===== config.mk =====
export PLATFORM = sky130hd
export DESIGN_NAME = neuron_mac_seq
export DESIGN_NICKNAME = d
export VERILOG_FILES = /design/src/rtl/neuron_pkg.sv /design/src/rtl/neuron_act.sv /design/src/rtl/neuron_mac_seq.sv
export SDC_FILE = /design/constraint.sdc
export NUM_CORES = 1
export LEC_CHECK = 0
export ABC_AREA = 1
export BUFFER_PORTS_ARGS = -buffer_cell sky130_fd_sc_hd__buf_4
export CAP_MARGIN = 20
export CORE_ASPECT_RATIO = 0.6
export CORE_MARGIN = 2
export CORE_UTILIZATION = 40
export DETAILED_ROUTE_END_ITERATION = 8
export PLACE_DENSITY = 0.59
export RECOVER_POWER = 25
export SYNTH_ARGS = -nofsm -noshare
export SYNTH_HDL_FRONTEND = slang
export SYNTH_SLANG_ARGS = --single-unit

===== constraint.sdc =====
create_clock -name clk -period 10.1 [get_ports clk]
set_clock_uncertainty 0.2 [all_clocks]
set_input_delay 0.505 -clock clk [delete_from_list [all_inputs] [get_ports clk]]
set_output_delay 0.505 -clock clk [all_outputs]
set_load 0.1 [all_outputs]

===== src/rtl/neuron_pkg.sv =====
// Shared types and constant helpers for the sequential MAC neuron.
package neuron_pkg;

  typedef enum logic [1:0] {
    StIdle,
    StMac,
    StAct,
    StOut
  } state_e;

  // Bits needed to index v distinct values (0 for v <= 1).
  function automatic int clog2(input int unsigned v);
    int r;
    r = 0;
    for (int i = 0; i < 32; i++) begin
      if ((longint'(1) << i) < longint'(v)) r = i + 1;
    end
    return r;
  endfunction

  function automatic int sat_max(input int dw);
    return (1 << (dw - 1)) - 1;
  endfunction

  function automatic int sat_min(input int dw);
    return -(1 << (dw - 1));
  endfunction

endpackage


===== src/rtl/neuron_act.sv =====
// Rescale, round, saturate and activate the accumulator.
// NEURON_LEAKY_EN selects a leaky negative slope instead of plain ReLU.
module neuron_act
  import neuron_pkg::*;
#(
  parameter int DW    = 8,
  parameter int ACC_W = 19,
  parameter int SHIFT = 6
) (
  input  logic signed [ACC_W-1:0] acc,
  output logic signed [DW-1:0]    y
);

  localparam int RW = ACC_W - SHIFT + 1;
  localparam int CW = (RW > DW) ? RW : DW;

  logic [CW-1:0]    r;
  logic             sat;
  logic [DW-1:0]    pos_y;

  // Rounding increment is added before the saturation check.
  always_comb begin
    r     = CW'(acc[ACC_W-1:SHIFT]) + CW'(acc[SHIFT-1]);
    sat   = (r > CW'(sat_max(DW)));
    pos_y = sat ? DW'(sat_max(DW)) : r[DW-1:0];
  end

`ifdef NEURON_LEAKY_EN
  logic signed [ACC_W-1:0] lk;
  logic signed [ACC_W-1:0] lk_min;

  always_comb begin
    lk     = acc >>> (SHIFT + 3);
    lk_min = $signed(ACC_W'(sat_min(DW)));
    if (!acc[ACC_W-1]) begin
      y = $signed(pos_y);
    end else if (lk < lk_min) begin
      y = $signed(DW'(sat_min(DW)));
    end else begin
      y = lk[DW-1:0];
    end
  end
`else
  always_comb begin
    y = acc[ACC_W-1] ? '0 : $signed(pos_y);
  end
`endif

endmodule


===== src/rtl/neuron_mac_seq.sv =====
// Sequential single-multiplier neuron: bias + sum(act*w), then rescale/activate.
// Build option NEURON_LEAKY_EN is handled inside neuron_act.
module neuron_mac_seq
  import neuron_pkg::*;
#(
  parameter int N_IN  = 5,
  parameter int DW    = 8,
  parameter int WW    = 8,
  parameter int SHIFT = 6
) (
  input  logic                   clk,
  input  logic                   reset,
  input  logic                   in_valid,
  output logic                   in_ready,
  input  logic [N_IN*DW-1:0]     act_flat,
  input  logic [N_IN*WW-1:0]     w_flat,
  input  logic [DW+WW-1:0]       bias,
  output logic                   out_valid,
  input  logic                   out_ready,
  output logic [DW-1:0]          out_data
);

  localparam int ACC_W = DW + WW + clog2(N_IN + 1);
  localparam int IDX_W = (clog2(N_IN) > 0) ? clog2(N_IN) : 1;
  localparam logic [IDX_W-1:0] IDX_LAST = IDX_W'(N_IN - 1);

  state_e                  state_q, state_d;
  logic [N_IN*DW-1:0]      act_q, act_d;
  logic [N_IN*WW-1:0]      w_q, w_d;
  logic [DW+WW-1:0]        bias_q, bias_d;
  logic signed [ACC_W-1:0] acc_q, acc_d;
  logic [IDX_W-1:0]        idx_q, idx_d;
  logic                    out_valid_q, out_valid_d;
  logic [DW-1:0]           out_data_q, out_data_d;

  logic signed [DW-1:0]    act_sel;
  logic signed [WW-1:0]    w_sel;
  logic signed [DW+WW-1:0] prod;
  logic signed [DW-1:0]    act_y;

  // The only multiplier: operands are muxed by idx.
  always_comb begin
    act_sel = act_q[idx_q*DW +: DW];
    w_sel   = w_q[idx_q*WW +: WW];
    prod    = act_sel * w_sel;
  end

  neuron_act #(
    .DW    (DW),
    .ACC_W (ACC_W),
    .SHIFT (SHIFT)
  ) u_act (
    .acc (acc_q),
    .y   (act_y)
  );

  always_comb begin
    state_d     = state_q;
    act_d       = act_q;
    w_d         = w_q;
    bias_d      = bias_q;
    acc_d       = acc_q;
    idx_d       = idx_q;
    out_valid_d = out_valid_q;
    out_data_d  = out_data_q;
    unique case (state_q)
      StIdle: begin
        if (in_valid) begin
          act_d   = act_flat;
          w_d     = w_flat;
          bias_d  = bias;
          acc_d   = ACC_W'($signed(bias));
          idx_d   = '0;
          state_d = StMac;
        end
      end
      StMac: begin
        acc_d = acc_q + ACC_W'(prod);
        if (idx_q == IDX_LAST) begin
          state_d = StAct;
        end else begin
          idx_d = idx_q + 1'b1;
        end
      end
      StAct: begin
        out_data_d  = act_y;
        out_valid_d = 1'b1;
        state_d     = StOut;
      end
      StOut: begin
        if (out_ready) begin
          out_valid_d = 1'b0;
          state_d     = StIdle;
        end
      end
      default: state_d = StIdle;
    endcase
  end

  always_ff @(posedge clk) begin
    if (reset) begin
      state_q     <= StIdle;
      act_q       <= '0;
      w_q         <= '0;
      bias_q      <= '0;
      acc_q       <= '0;
      idx_q       <= '0;
      out_valid_q <= 1'b0;
      out_data_q  <= '0;
    end else begin
      state_q     <= state_d;
      act_q       <= act_d;
      w_q         <= w_d;
      bias_q      <= bias_d;
      acc_q       <= acc_d;
      idx_q       <= idx_d;
      out_valid_q <= out_valid_d;
      out_data_q  <= out_data_d;
    end
  end

  assign in_ready  = (state_q == StIdle);
  assign out_valid = out_valid_q;
  assign out_data  = out_data_q;

endmodule


* Yosys cells after proc, flatten, opt, wreduce, memory -nomap -nowiden *
Index checks and enable logic that the tools add are counted.

cells by class
  shift operators = 2
  reductions and logical operators = 8
  equality and inequality tests = 8
  add/subtract/negate cells = 3
  multiplexer cells = 13
  magnitude comparators = 1
  multiply operators = 1

operators with widths
  kind                                                                              number
  40-bit by 7-bit variable part select with 8-bit output                            2
  19-bit one-hot mux with 2 select lines                                            1
  19-bit by 16-bit adder with 19-bit output                                         1
  19-bit two-way mux                                                                1
  8-bit by 8-bit multiplier with 16-bit output                                      1
  8-bit two-way mux                                                                 2
  13-bit by 1-bit adder with 14-bit output                                          1
  14-bit by 7-bit greater-than comparator with 1-bit output, second input constant  1
  2-bit != test, second input constant                                              4
  2-bit one-hot mux with 4 select lines                                             1
  2-bit two-way mux                                                                 3
  3-bit two-way mux                                                                 2
  3-bit one-hot mux with 2 select lines                                             1
  2-bit AND reduction                                                               3
  3-bit AND reduction                                                               2
  2-bit equality test, second input constant                                        2
  2-bit nonzero test                                                                2
  3-bit by 1-bit adder with 3-bit output, second input constant                     1
  3-bit equality test, second input constant                                        1
  2-bit by 1-bit equality test with 1-bit output, second input constant             1
  2-bit zero test                                                                   1
  1-bit one-hot mux with 2 select lines                                             1
  1-bit two-way mux                                                                 1

storage, ports and cells
  word-level logic and storage cells = 43
  output and inout port bits = 10
  register bits = 113

* Depth between registers and ports, before layout *
  depth after elaboration = 4
  mapped depth = 28

* Cells and area by module *
A second synthesis with hierarchy kept.

second synthesis, totals
  cell total of the unflattened synthesis = 1180
  area total of the unflattened synthesis = 8818.5 um^2

by module, submodules not included
  module          times used  area each (um^2)  cells an instance  seq. area each (um^2)
  neuron_mac_seq  1           8444.3            1108               2262.2
  neuron_act      1           374.1             72                 0.0

* Least setup slack after synthesis *
OpenSTA, ideal clock, no wires.

  path type = reg-to-reg
  start = register idx_q[0]
  end = register acc_q[12]
  arrival time = 4.832 ns
  setup time = 0.110 ns
  cell stages (with the launch flop) = 26
  path slack = 4.958 ns
  period minus slack after synthesis = 5.142 ns
  cells stage by stage = dfxtp_1 > buf_6 > buf_4 > a21oi_1 > o21ai_0 > nand3_1 > nand2_2 > nand2_1 > inv_1 > fa_1 > fa_1 > fa_1 > fa_1 > ha_1 > ha_1 > nand2_1 > nor2_1 > nand2_1 > nand3_1 > nand2_1 > nand2_1 > nand2_1 > nand3_1 > nand3_1 > nand3_1 > inv_1

on the way
  longest elaborated chain between the ends = 4
  elaborated cells between the ends (all ways) = 5
  those cells by class = 1 x add/sub; 1 x mul; 2 x shift; 1 x mux

RTL lines
  what                                                                              RTL line                                    RTL
  start: declaration                                                                neuron_mac_seq.sv:32                        logic [IDX_W-1:0] idx_q, idx_d;
  start signal: assignment                                                          neuron_mac_seq.sv:116                       idx_q <= idx_d;
  40-bit by 7-bit variable part select with 8-bit output, on equally long branches  neuron_mac_seq.sv:43, neuron_mac_seq.sv:44
  8-bit by 8-bit multiplier with 16-bit output *                                    neuron_mac_seq.sv:45                        prod = act_sel * w_sel;
  19-bit by 16-bit adder with 19-bit output *                                       neuron_mac_seq.sv:78                        acc_d = acc_q + ACC_W'(prod);
  19-bit one-hot mux with 2 select lines *                                          neuron_mac_seq.sv:66                        unique case (state_q)
  end signal: assignment                                                            neuron_mac_seq.sv:106                       acc_q <= '0;
  end signal: assignment                                                            neuron_mac_seq.sv:115                       acc_q <= acc_d;
  end: declaration                                                                  neuron_mac_seq.sv:31                        logic signed [ACC_W-1:0] acc_q, acc_d;

Every way passes the cells marked *; elsewhere a longest branch is shown, timed or not.
A chain may end at the register's enable or synchronous reset.

* Worst setup path in the final report *
  start = register idx_q[2]
  end = register acc_q[9]

Same word-level chain as after synthesis.

==> results.sh <==
export IMPL_cts_repair_timing_setup_buffer_count=0
export IMPL_actual_transition_at_the_worst_max_transition_pin_ps=3040
export IMPL_timing_final_crit_share_pct=64.0
export IMPL_timing_max_transition_violations_final=67
export IMPL_drv_cap=1
export IMPL_worst_ep_required_time_ps=10280
export IMPL_wl_per_cell_um=14.9
export IMPL_async_reset_ff_share_pct=0
export IMPL_design_final_nets=1509
export IMPL_num_antenna_cells=0
export IMPL_floorplan_die_area_um2=23000
export IMPL_final_ws_setup_ps=3640
export IMPL_setup_viol=0
export IMPL_failing_checks="DRC, capacitance limit, slew limit"
export IMPL_first_pass_grt_wire_length_mm=39.6
export IMPL_timing_critical_path_mode_cell="sky130_fd_sc_hd__nand2_1"
export IMPL_grt_ovfl_total=0
export IMPL_first_global_vias=7616
export IMPL_die_x_um=194
export IMPL_cp_data_arrival_time_ps=6640
export IMPL_worst_setup_path_start_kind="register"
export IMPL_status="complete, but fails checks"
export IMPL_cts_root_buffer="sky130_fd_sc_hd__clkbuf_16"
export IMPL_drt_pass1_iter_count=7
export IMPL_ant_nets=0
export IMPL_synth_enable_flop_cells=0
export IMPL_netlist_instances=1189
export IMPL_total_vias_in_the_final_route=7647
export IMPL_crit_path_max_fanout=19
export IMPL_drc_errors=4
export IMPL_synth_top_area_share_pct=26.0
export IMPL_cts_sink_count=113
export IMPL_tritoncts="built"
export IMPL_count_of_port_buffers_added_during_placement=109
export IMPL_path_buf_inv=5
export IMPL_min_path_type="in2reg"
export IMPL_dp_worst_setup_slack_ps=3720
export IMPL_vias_per_cell=4.89
export IMPL_grt_util_all_layers_pct=21.8
export IMPL_h_tree_depth=4
export IMPL_rows=41
export IMPL_detail_route_wirelength_mm=23.4
export IMPL_cts_made_buffers=17
export IMPL_cts_max_path_buffers=2
export IMPL_top_level_ports=110
export IMPL_synth_area_um2=8690
export IMPL_grt_max_degree=88
export IMPL_first_iter_violations=437
export IMPL_worst_setup_path_end_kind="register"
export IMPL_synth_net_count=1425
export IMPL_clk_transition_reported_paths_ps=50
export IMPL_crit_path_cell_trace="clkinv_1, nand3_1, nand2_1, nand2_1, inv_1, fa_1, inv_1, fa_1, inv_1, fa_1, fa_1, fa_1, ha_1, nand2_1, nor2_1, nand2_1, o211ai_1, xor2_1, nand2_1, nand3_1, nand2_1, inv_1"
export IMPL_dp_hpwl_mm=18.4
export IMPL_clk_latency_ps=430
export IMPL_routabilityCongestion=0.915
export IMPL_synth_warnings=0
export IMPL_cts_hold_buf=0
export IMPL_setup_total_negative_slack_ps=0
export IMPL_fillCellCount=2172
export IMPL_die_h_um=118
export IMPL_yosys_cell_types_count=40
export IMPL_postSynthRegisterBits=113
export IMPL_ctsResizeCount=0
export IMPL_area_growth_synth_to_final_pct=17.5
export IMPL_slew_limit_headroom_pct=-103
export IMPL_synth_ff_type="sky130_fd_sc_hd__dfxtp_1"
export IMPL_timing_worst_setup_path_type="reg2reg"
export IMPL_syn_mean_instance_area_um2=7.31
export IMPL_critical_path_top_delay_family="adder cells"
export IMPL_main_area_contributors_after_synthesis="sky130_fd_sc_hd__dfxtp_1 26%, sky130_fd_sc_hd__fa_1 19%, sky130_fd_sc_hd__nand2_1 9.2%"
export IMPL_timing_critical_path_slowest_cell_delay_ps=730
export IMPL_fin_crit_ps=6460
export IMPL_synth_yosys_seq_area_share_pct=26.0
export IMPL_worst_path_max_delay_cell="sky130_fd_sc_hd__dfxtp_1"
export IMPL_hold_viol_final=0
export IMPL_layout_drive_gt1_share_pct=11.3
export IMPL_rsz0062_at_grt="false"
export IMPL_floorplan_initialDensity_pct=41.0
export IMPL_antenna_found_initial=0
export IMPL_fmax_mhz=155
export IMPL_holdWs_ps=130
export IMPL_core_footprint_um2=21200
export IMPL_post_synth_top_area_cell="sky130_fd_sc_hd__dfxtp_1"
Yosys cell counts, types with 4 or more instances:
cell                       count
sky130_fd_sc_hd__a211oi_1      4
sky130_fd_sc_hd__a21oi_1      65
sky130_fd_sc_hd__a31oi_1       5
sky130_fd_sc_hd__buf_2        13
sky130_fd_sc_hd__clkbuf_1     32
sky130_fd_sc_hd__dfxtp_1     113
sky130_fd_sc_hd__fa_1         84
sky130_fd_sc_hd__ha_1         52
sky130_fd_sc_hd__inv_1       186
sky130_fd_sc_hd__inv_2         5
sky130_fd_sc_hd__nand2_1     212
sky130_fd_sc_hd__nand3_1      84
sky130_fd_sc_hd__nand4_1       5
sky130_fd_sc_hd__nor2_1      167
sky130_fd_sc_hd__o21ai_0     110
sky130_fd_sc_hd__o21ai_1      10
sky130_fd_sc_hd__xor2_1        6
registers in the layout, indices dropped and copies added (netlist names):
name,flops
w_q,40
acc_q,19
idx_q,3
out_valid,1
state_q,2
act_q,40
out_data,8
final timing paths:
check	startpoint	endpoint	slack (ps)	cells after the start
worst min-delay path	act_flat[12]	act_q[12]	130	3
worst max register to register	idx_q[2]	acc_q[9]	3640	22
worst max-delay path	idx_q[2]	acc_q[9]	3640	22
worst min register to register	w_q[19]	w_q[19]	250	2
per-layer routing:
layer	part of all wire (%)	GRT usage [%]	vias up
met5	0	0	-
met4	0.74	5.24	0
met3	6.6	5.28	17
met2	36	28.1	173
met1	56	35.3	3559
li1	-	-	3898
worst register-to-register path, delay by kind of cell (launching register included):
kind / cells / cell delay, ps
adder cells (fa/ha/maj): 6 / 2930
AND/OR/NAND/NOR: 9 / 1260
buffers and inverters: 5 / 890
flip-flops: 1 / 730
XOR/XNOR: 1 / 260
AO/OA/AOI/OAI: 1 / 160
final cells by class:
type	count	area, um^2	share of cell area [%]
sequential	113	2260	22.1
clock buffer	23	478	4.68
timing repair buffer	115	822	8.05
inverter	194	728	7.13
multi-input combinational	832	5470	53.5
clock inverter	9	106	1.04
tap	279	349	3.42
logic make-up (layout without fill, tap and decap cells):
logic type,Yosys count,in the layout,share of synthesized area [%]
xor+xnor,9,9,0.907
fa+ha+maj,136,136,26.8
buf+inv,244,341,10.9
compound gates,203,203,12.3
flops,113,113,26.0
simple gates,484,484,23.0
per-stage QoR:
stage,std cells,cell area (um^2),utilization [%]
2_1_floorplan,1189,8690,-
3_3_place_gp,1533,9680,45.7
3_5_place_dp,1533,9680,45.7
4_1_cts,1565,10300,48.5
5_1_grt,1565,10200,48.2
6_report,1565,10200,48.2
cells in the final DEF (no fill, tap or decap), types with 6 or more instances in the layout:
cell,count
sky130_fd_sc_hd__xor2_1,6
sky130_fd_sc_hd__nand4_1,6
sky130_fd_sc_hd__dfxtp_1,113
sky130_fd_sc_hd__clkbuf_16,17
sky130_fd_sc_hd__nand2_1,213
sky130_fd_sc_hd__buf_4,104
sky130_fd_sc_hd__ha_1,52
sky130_fd_sc_hd__nor2_1,167
sky130_fd_sc_hd__inv_1,185
sky130_fd_sc_hd__a21oi_1,65
sky130_fd_sc_hd__fa_1,84
sky130_fd_sc_hd__o21ai_0,110
sky130_fd_sc_hd__o21ai_1,10
sky130_fd_sc_hd__clkbuf_1,14
sky130_fd_sc_hd__nand3_1,84
Power is not shown: default switching activity piles up to over one toggle a cycle in this logic, so the estimate is an artifact.
